==> src/rtl/seg7_reader_if.sv <==
// seg7_reader_if: stream bundle for the 7-segment reader.
//   Input side : in_valid/in_ready handshake, in_first (digit 0 marker), in_segs (active-low a..g).
//   Output side: out_valid/out_ready handshake, out_data (DIGITS nibbles), out_err (per digit),
//                resync (sticky restart indicator).
// Modports: slave = the reader block, master = the producer/consumer around it.
interface seg7_reader_if #(
  parameter int unsigned DIGITS = 6
);
  logic                  in_valid;
  logic                  in_ready;
  logic                  in_first;
  logic [6:0]            in_segs;
  logic                  out_valid;
  logic                  out_ready;
  logic [4*DIGITS-1:0]   out_data;
  logic [DIGITS-1:0]     out_err;
  logic                  resync;

  modport slave (
    input  in_valid, in_first, in_segs, out_ready,
    output in_ready, out_valid, out_data, out_err, resync
  );

  modport master (
    output in_valid, in_first, in_segs, out_ready,
    input  in_ready, out_valid, out_data, out_err, resync
  );
endinterface

==> src/rtl/seg7_reader.sv <==
// seg7_reader: decodes a stream of active-low 7-segment patterns back into nibbles and
// assembles DIGITS of them into one frame word, handed downstream via valid/ready.
// Ports:
//   clk      - system clock, rising edge
//   reset_n  - asynchronous active-low reset
//   bus      - seg7_reader_if.slave (segment input stream, frame output stream, resync flag)
// Optional build macro SEG7_READER_STABLE_EN: a frame is presented only when it equals the
// previously completed frame (glitch filter for scanned display buses).
module seg7_reader #(
  parameter int unsigned DIGITS = 6
) (
  input logic           clk,
  input logic           reset_n,
  seg7_reader_if.slave  bus
);

  localparam int unsigned CntW    = 3;
  localparam logic [CntW-1:0] LastIdx = CntW'(DIGITS - 1);

  typedef enum logic [1:0] {StSync, StCollect, StHold} state_e;

  state_e                r_state;
  logic [CntW-1:0]       r_cnt;
  logic [4*DIGITS-1:0]   r_stage_data;
  logic [DIGITS-1:0]     r_stage_err;
  logic [4*DIGITS-1:0]   r_out_data;
  logic [DIGITS-1:0]     r_out_err;
  logic                  r_out_valid;
  logic                  r_resync;
  logic                  r_restart;    // current/held frame was restarted mid-collection
`ifdef SEG7_READER_STABLE_EN
  logic [4*DIGITS-1:0]   r_ref_data;
  logic [DIGITS-1:0]     r_ref_err;
`endif

  logic [3:0]            w_nib;
  logic                  w_bad;
  logic [CntW-1:0]       w_idx;
  logic                  w_last;
  logic                  w_in_ready;
  logic                  w_accept;
  logic [4*DIGITS-1:0]   w_data;
  logic [DIGITS-1:0]     w_err;

  assign w_in_ready = (r_state != StHold);

  always_comb begin
    w_nib = 4'h0;
    w_bad = 1'b0;
    case (bus.in_segs)
      7'h40: w_nib = 4'h0;
      7'h79: w_nib = 4'h1;
      7'h24: w_nib = 4'h2;
      7'h30: w_nib = 4'h3;
      7'h19: w_nib = 4'h4;
      7'h12: w_nib = 4'h5;
      7'h02: w_nib = 4'h6;
      7'h78: w_nib = 4'h7;
      7'h00: w_nib = 4'h8;
      7'h18: w_nib = 4'h9;
      7'h08: w_nib = 4'hA;
      7'h03: w_nib = 4'hB;
      7'h46: w_nib = 4'hC;
      7'h21: w_nib = 4'hD;
      7'h06: w_nib = 4'hE;
      7'h0E: w_nib = 4'hF;
      default: begin
        w_nib = 4'h0;
        w_bad = 1'b1;
      end
    endcase
  end

  // Frame as it would look with the current digit merged in; in_first starts a clean frame.
  always_comb begin
    w_idx  = bus.in_first ? '0 : r_cnt;
    w_last = (w_idx == LastIdx);
    w_data = bus.in_first ? '0 : r_stage_data;
    w_err  = bus.in_first ? '0 : r_stage_err;
    for (int k = 0; k < int'(DIGITS); k++) begin
      if (w_idx == CntW'(k)) begin
        w_data[4*k +: 4] = w_nib;
        w_err[k]         = w_bad;
      end
    end
  end

  // Transfers without in_first while in SYNC are consumed but ignored.
  assign w_accept = bus.in_valid & w_in_ready & (bus.in_first | (r_state == StCollect));

  always_ff @(posedge clk or negedge reset_n) begin
    if (!reset_n) begin
      r_state      <= StSync;
      r_cnt        <= '0;
      r_stage_data <= '0;
      r_stage_err  <= '0;
      r_out_data   <= '0;
      r_out_err    <= '0;
      r_out_valid  <= 1'b0;
      r_resync     <= 1'b0;
      r_restart    <= 1'b0;
`ifdef SEG7_READER_STABLE_EN
      r_ref_data   <= '1;
      r_ref_err    <= '1;
`endif
    end else if (w_accept) begin
      if (bus.in_first) begin
        r_restart <= (r_state == StCollect);
        if (r_state == StCollect) r_resync <= 1'b1;
      end
      if (w_last) begin
        r_cnt <= '0;
`ifdef SEG7_READER_STABLE_EN
        r_ref_data <= w_data;
        r_ref_err  <= w_err;
        if ((w_data == r_ref_data) && (w_err == r_ref_err)) begin
          r_out_data  <= w_data;
          r_out_err   <= w_err;
          r_out_valid <= 1'b1;
          r_state     <= StHold;
        end else begin
          r_state <= StSync;
        end
`else
        r_out_data  <= w_data;
        r_out_err   <= w_err;
        r_out_valid <= 1'b1;
        r_state     <= StHold;
`endif
      end else begin
        r_stage_data <= w_data;
        r_stage_err  <= w_err;
        r_cnt        <= w_idx + CntW'(1);
        r_state      <= StCollect;
      end
    end else if ((r_state == StHold) && bus.out_ready) begin
      r_out_valid <= 1'b0;
      r_state     <= StSync;
      if (!r_restart) r_resync <= 1'b0;
    end
  end

  assign bus.in_ready  = w_in_ready;
  assign bus.out_valid = r_out_valid;
  assign bus.out_data  = r_out_data;
  assign bus.out_err   = r_out_err;
  assign bus.resync    = r_resync;

endmodule

==> src/flat_wrapper.sv <==
// flat-port wrapper written by rule: the top's interface ports become plain ports
module seg7_reader_flat 
#(
  parameter int unsigned DIGITS = 6
)
  (clk, reset_n, bus_in_valid, bus_in_first, bus_in_segs, bus_out_ready, bus_in_ready, bus_out_valid, bus_out_data, bus_out_err, bus_resync);
  seg7_reader_if #(.DIGITS(DIGITS)) bus_i ();
  input logic clk;
  input logic reset_n;
  input wire logic [$bits(bus_i.in_valid)-1:0] bus_in_valid;
  input wire logic [$bits(bus_i.in_first)-1:0] bus_in_first;
  input wire logic [$bits(bus_i.in_segs)-1:0] bus_in_segs;
  input wire logic [$bits(bus_i.out_ready)-1:0] bus_out_ready;
  output wire logic [$bits(bus_i.in_ready)-1:0] bus_in_ready;
  output wire logic [$bits(bus_i.out_valid)-1:0] bus_out_valid;
  output wire logic [$bits(bus_i.out_data)-1:0] bus_out_data;
  output wire logic [$bits(bus_i.out_err)-1:0] bus_out_err;
  output wire logic [$bits(bus_i.resync)-1:0] bus_resync;
  assign bus_i.in_valid = bus_in_valid;
  assign bus_i.in_first = bus_in_first;
  assign bus_i.in_segs = bus_in_segs;
  assign bus_i.out_ready = bus_out_ready;
  assign bus_in_ready = bus_i.in_ready;
  assign bus_out_valid = bus_i.out_valid;
  assign bus_out_data = bus_i.out_data;
  assign bus_out_err = bus_i.out_err;
  assign bus_resync = bus_i.resync;
  seg7_reader #(.DIGITS(DIGITS)) u_core (.clk(clk), .reset_n(reset_n), .bus(bus_i));
endmodule
==> config.mk <==
export PLATFORM = sky130hd
export DESIGN_NAME = seg7_reader_flat
export DESIGN_NICKNAME = d
export VERILOG_FILES = /design/src/rtl/seg7_reader_if.sv /design/src/rtl/seg7_reader.sv /design/src/flat_wrapper.sv
export SDC_FILE = /design/constraint.sdc
export NUM_CORES = 1
export LEC_CHECK = 0
export ABC_AREA = 1
export CORE_MARGIN = 2
export CORE_UTILIZATION = 59
export CTS_CLUSTER_SIZE = 14
export DETAILED_ROUTE_END_ITERATION = 8
export HOLD_SLACK_MARGIN = 0.06
export PLACE_DENSITY = 0.85
export SLEW_MARGIN = 10
export SYNTH_ARGS = -nofsm -noshare
export SYNTH_HDL_FRONTEND = slang
export SYNTH_SLANG_ARGS = --single-unit
==> constraint.sdc <==
create_clock -name clk -period 3.02 [get_ports clk]
set_clock_uncertainty 0.05 [all_clocks]
set_input_delay 0.302 -clock clk [delete_from_list [all_inputs] [get_ports clk]]
set_output_delay 0.302 -clock clk [all_outputs]
set_load 0.01 [all_outputs]
### Word level (Yosys, flattened, before mapping)

Index checks and enable logic that the tools add are counted.

| operators by class | value |
|---|---|
| bitwise operators | 4 |
| multiplexer cells | 29 |
| reductions and logical operators | 10 |
| eq/ne operators | 27 |
| $add $sub $neg | 1 |

Operator list:

| kind | count |
|---|---|
| case mux 4 bit (15 select lines) | 1 |
| == test 7 bit, second input constant | 4 |
| 2-to-1 mux 24 bit | 1 |
| 2-to-1 mux 4 bit | 6 |
| == test 7 x 5 -> 1 bit, second input constant | 3 |
| == test 7 x 6 -> 1 bit, second input constant | 3 |
| OR reduction 16 bit | 1 |
| 2-to-1 mux 1 bit | 15 |
| == test 7 x 2 -> 1 bit, second input constant | 2 |
| == test 7 x 4 -> 1 bit, second input constant | 2 |
| inequality test 2 bit, second input constant | 4 |
| AND reduction 2 bit | 4 |
| == test 7 x 3 -> 1 bit, second input constant | 1 |
| logical NOT 7 bit | 1 |
| == test 3 x 2 -> 1 bit, second input constant | 2 |
| == test 3 bit, second input constant | 2 |
| 2-to-1 mux 2 bit | 3 |
| 2-to-1 mux 3 bit | 2 |
| 2-to-1 mux 6 bit | 1 |
| AND reduction 4 bit | 1 |
| adder 3 x 1 -> 3 bit, second input constant | 1 |
| == test 3 x 1 -> 1 bit, second input constant | 1 |
| logical NOT 3 bit | 1 |
| bitwise AND 1 bit | 2 |
| 7 further kinds | 7 |

| word-level totals | value |
|---|---|
| bits of input ports | 12 |
| bits in registers | 68 |
| logic and storage cells | 80 |
| output and inout bits | 33 |

### Logic depth before layout (Yosys ltp)

| logic depth | value |
|---|---|
| word-level depth | 5 |
| depth in mapped cells | 12 |
| mapped depth without buffers | 11 |

### Least setup slack after synthesis

OpenSTA, ideal clock, no wires.

| timing | value |
|---|---|
| path kind | input -> register |
| start | input port bus_in_first |
| end | register u_core.r_out_data[15], in the netlist u_core.bus.out_data[15] |
| stages on the path | 7 |
| data required time | 2888 ps |
| setup slack | 1538 ps |
| arrival | 1350 ps |
| cell sequence | buf_4 > nor2_1 > inv_2 > ha_1 > nor2_1 > nand2_1 > a31oi_1 |

| on the way | value |
|---|---|
| word-level cells in the longest chain between the ends | 3 |

Ends and longest elaborated chain:

| element | line | source |
|---|---|---|
| start: declaration | flat_wrapper.sv:11 | `input wire logic [$bits(bus_i.in_first)-1:0] bus_in_first;` |
| 2-to-1 mux 3 bit or OR 1 bit (tied branches) | seg7_reader.sv:76, seg7_reader.sv:89 |  |
| == test 3 x 2 -> 1 bit (tied with other cells) | seg7_reader.sv:81 | `if (w_idx == CntW'(k)) begin` |
| 2-to-1 mux 4 bit or AND reduction 2 bit (tied branches) | n/a |  |
| end signal: assignment | seg7_reader.sv:125 | `r_out_data <= w_data;` |
| end: declaration | seg7_reader.sv:26 | `logic [4*DIGITS-1:0] r_out_data;` |

Several ways; a longest one is shown, not always the timed one.
A chain may end at the register's enable or synchronous reset.

### Worst setup path in the final report

| timing | value |
|---|---|
| start | input port bus_in_first |
| end | register u_core.r_stage_data[8] |

| on the way | value |
|---|---|
| word-level cells in the longest chain between the ends | 4 |

Ends and longest elaborated chain:

| element | line | source |
|---|---|---|
| 2-to-1 mux 3 bit | seg7_reader.sv:76 | `w_idx = bus.in_first ? '0 : r_cnt;` |
| == test 3 bit | seg7_reader.sv:77 | `w_last = (w_idx == LastIdx);` |
| NOT 1 bit (no line) | n/a |  |
| AND reduction 2 bit (no line) | n/a |  |
| end signal: assignment | seg7_reader.sv:131 | `r_stage_data <= w_data;` |
| end: declaration | seg7_reader.sv:24 | `logic [4*DIGITS-1:0] r_stage_data;` |

Several ways; a longest one is shown, not always the timed one.

==> qor.yml <==
antenna_found_initial: 0
finalHoldViolCount: 0
cp.arrival_ns: 2.41
min_period_ns: 2.203
wirelength_mm: 7.877
fin_nets: 498
synth-seq-area-share_pct: 47.57
cts_tree: "built"
antenna_left: 0
coreArea_mm2: 0.005473
drc_errors: 0
area_growth_pct: 21.06
ys_ff_latch: 63
start_kind: "input port"
powerDensity_mw_per_mm2: 813.4
hold_ws_ns: 0.3319
cp.required_ns: 3.23
status: "complete, no violations"
io_buffers: 44
start_util_pct: 60.56
clk-insertion-delay-late_ns: 0.34
rsz0062_at_grt: "false"
layout_commonest_cell: "nand2_1"
clock-root-buffer: "clkbuf_8"
final_core_utilization_pct: 73.32
multi_input_area_mm2: 0.001483
dieWidth_um: 78.95
final_cell_mix: "157 x nand2_1, 63 x dfrtp_1, 47 x nand3_1"
slew_viol_final: 0
nFillCells: 434
max_cap_violations: 0
htree_levels: 3
max-vdd-ir-drop_uv: 476.5
synth_nets: 449
grt_usage_pct: 28.45
hp-class: "input port to async pin"
num_vias: 3064
cts-buffers-inserted: 9
routedWlPerCell_um: 14.02
dp_hpwl_mm: 5.460
cts.reportedPaths.clkPinSlew_ns: 0.08
critical_path_class: "input port to flip-flop"
routabilityCongestion: 0.9049
grt_pass1_wl_mm: 13.66
avgSynthCellArea_um2: 7.602
p_sw_share_pct: 36.24
cp_top_family: "buffers and inverters"
relSlewSlack_pct: 57.47
slowest_delay_ns: 0.78
drtPass1Iterations: 5
end_kind: "flip-flop"
tightest_slew_ns: 0.6379
die_height_um: 78.95
fin_crit_sh_pct: 72.94
cts_resized: 0
p_int_mw: 2.081
p_seq_share_pct: 40.1
synth_cell_types: 23
drive_gt1_share_pct: 13.67
routed_via_density: 5.452
grt_start_max_net_pins: 50
num_antenna_cells: 0
power_switching_mw: 1.183
ios: 45
crit_chain: "clkdlybuf4s50_1 -> nand3_2 -> nand2_2 -> inv_2 -> nor2_4 -> buf_4 -> nand3_1 -> o21ai_0"
slowest_stage: "clkdlybuf4s50_1"
final-seq-area_mm2: 0.001577
p_leak_nw: 2.036
netlist_instances: 436
finalSetupTns_ns: 0
path_buf_inv: 3
fmax_mhz: 454.0
synth_warnings: 0
clockBufferDepth: 2
die-area_mm2: 0.006233
fp-row-count: 27
grt-ovfl-total: 0
syn_area_mm2: 0.003314
clkSinkCount: 63
combPwrFrac_pct: 36.7
clock_power_share_pct: 23.2
setup_viol: 0
grt_pass1_vias: 3012
first_iter_violations: 274
worstPathMaxFanout: 27
==> cell usage after synthesis (all sizes together) <==
| cell type | number | area [um2] |
|---|---|---|
| a21oi | 3 | 15.01 |
| ha | 1 | 12.51 |
| a31oi | 4 | 25.02 |
| o22ai | 1 | 6.260 |
| buf | 13 | 93.84 |
| inv | 42 | 157.7 |
| dfrtp | 63 | 1577 |
| o21ai | 35 | 175.2 |
| nand2 | 167 | 661.9 |
| nor2 | 49 | 251.5 |
| clkbuf | 1 | 3.750 |
| nand4 | 2 | 12.51 |
| nand3 | 55 | 322.8 |
==> final cells by class <==
class,count,area share (%)
clock inverter,6,1.746
multi-input combinational,317,36.95
inverter,42,3.929
timing repair buffer,52,12.41
sequential,63,39.29
clock buffer,10,3.430
tap,72,2.245
==> metrics by stage <==
step	instance area [um2]	cells	power, mW	setup slack, ns
after floorplan	3314	436	1.995	1.538
after global placement	3795	545	2.440	0.5931
after detailed placement	3795	545	2.494	0.5148
after CTS	4013	562	3.255	0.8582
after global routing	4013	562	3.477	0.6480
final	4013	562	3.264	0.8172
==> registers in the layout, indices dropped and copies added (netlist names) <==
signal / count
u_core.bus.out_valid: 1
u_core.bus.out_err: 6
u_core.bus.out_data: 24
u_core.bus.resync: 1
u_core.r_state: 2
u_core.r_stage_data: 20
u_core.r_cnt: 3
u_core.r_stage_err: 5
u_core.r_restart: 1
==> metal layers <==
metal | global-route usage (%) | up-vias | part of all wire [%]
met5 | 0 | - | 0
met4 | 13.45 | 0 | 2.6
met3 | 4.659 | 24 | 4.7
met2 | 46.67 | 106 | 48
met1 | 37.17 | 1452 | 44
li1 | - | 1482 | -
==> repair_timing <==
| action | 4_1_cts | 5_1_grt |
|---|---|---|
| setup buffers | 0 | 0 |
| hold endpoints to repair | 14 | 0 |
| hold buffers | 1 | 0 |
==> worst paths after layout <==
path | startpoint | end | slack (ns) | depth (start not counted)
worst min-delay path | reset_n | u_core.bus.out_data[1]$_DFFE_PN0P_ | 0.33 | 2
worst max register to register | u_core.r_state[1]$_DFFE_PN0P_ | u_core.r_stage_data[8]$_DFFE_PN0P_ | 1.11 | 8
min in group clk | u_core.bus.out_data[4]$_DFFE_PN0P_ | u_core.bus.out_data[4]$_DFFE_PN0P_ | 0.43 | 2
max in group asynchronous | reset_n | u_core.bus.out_err[1]$_DFFE_PN0P_ | 1.65 | 3
worst min register to register | u_core.bus.out_data[4]$_DFFE_PN0P_ | u_core.bus.out_data[4]$_DFFE_PN0P_ | 0.43 | 2
worst max-delay path | bus_in_first | u_core.r_stage_data[8]$_DFFE_PN0P_ | 0.82 | 8
==> cell families (layout without fill, tap and decap cells) <==
group                    count (synthesis)  count (layout)  synth area share [%]
AND/OR/NAND/NOR                        273             273                 37.67
flip-flops                              63              63                 47.57
buffers and inverters                   56             110                 7.701
AO/OA/AOI/OAI                           43              43                 6.682
adder cells (fa/ha/maj)                  1               1                0.3774
==> power groups by stage <==
stage	Clock (mW)	Sequential [mW]	Combinational, mW
2_1_floorplan	0	1.37	0.629
3_3_place_gp	0	1.31	1.13
3_5_place_dp	0	1.32	1.17
4_1_cts	0.756	1.31	1.19
5_1_grt	0.803	1.34	1.33
6_report	0.759	1.31	1.20
(Power assumes the default switching activity.)
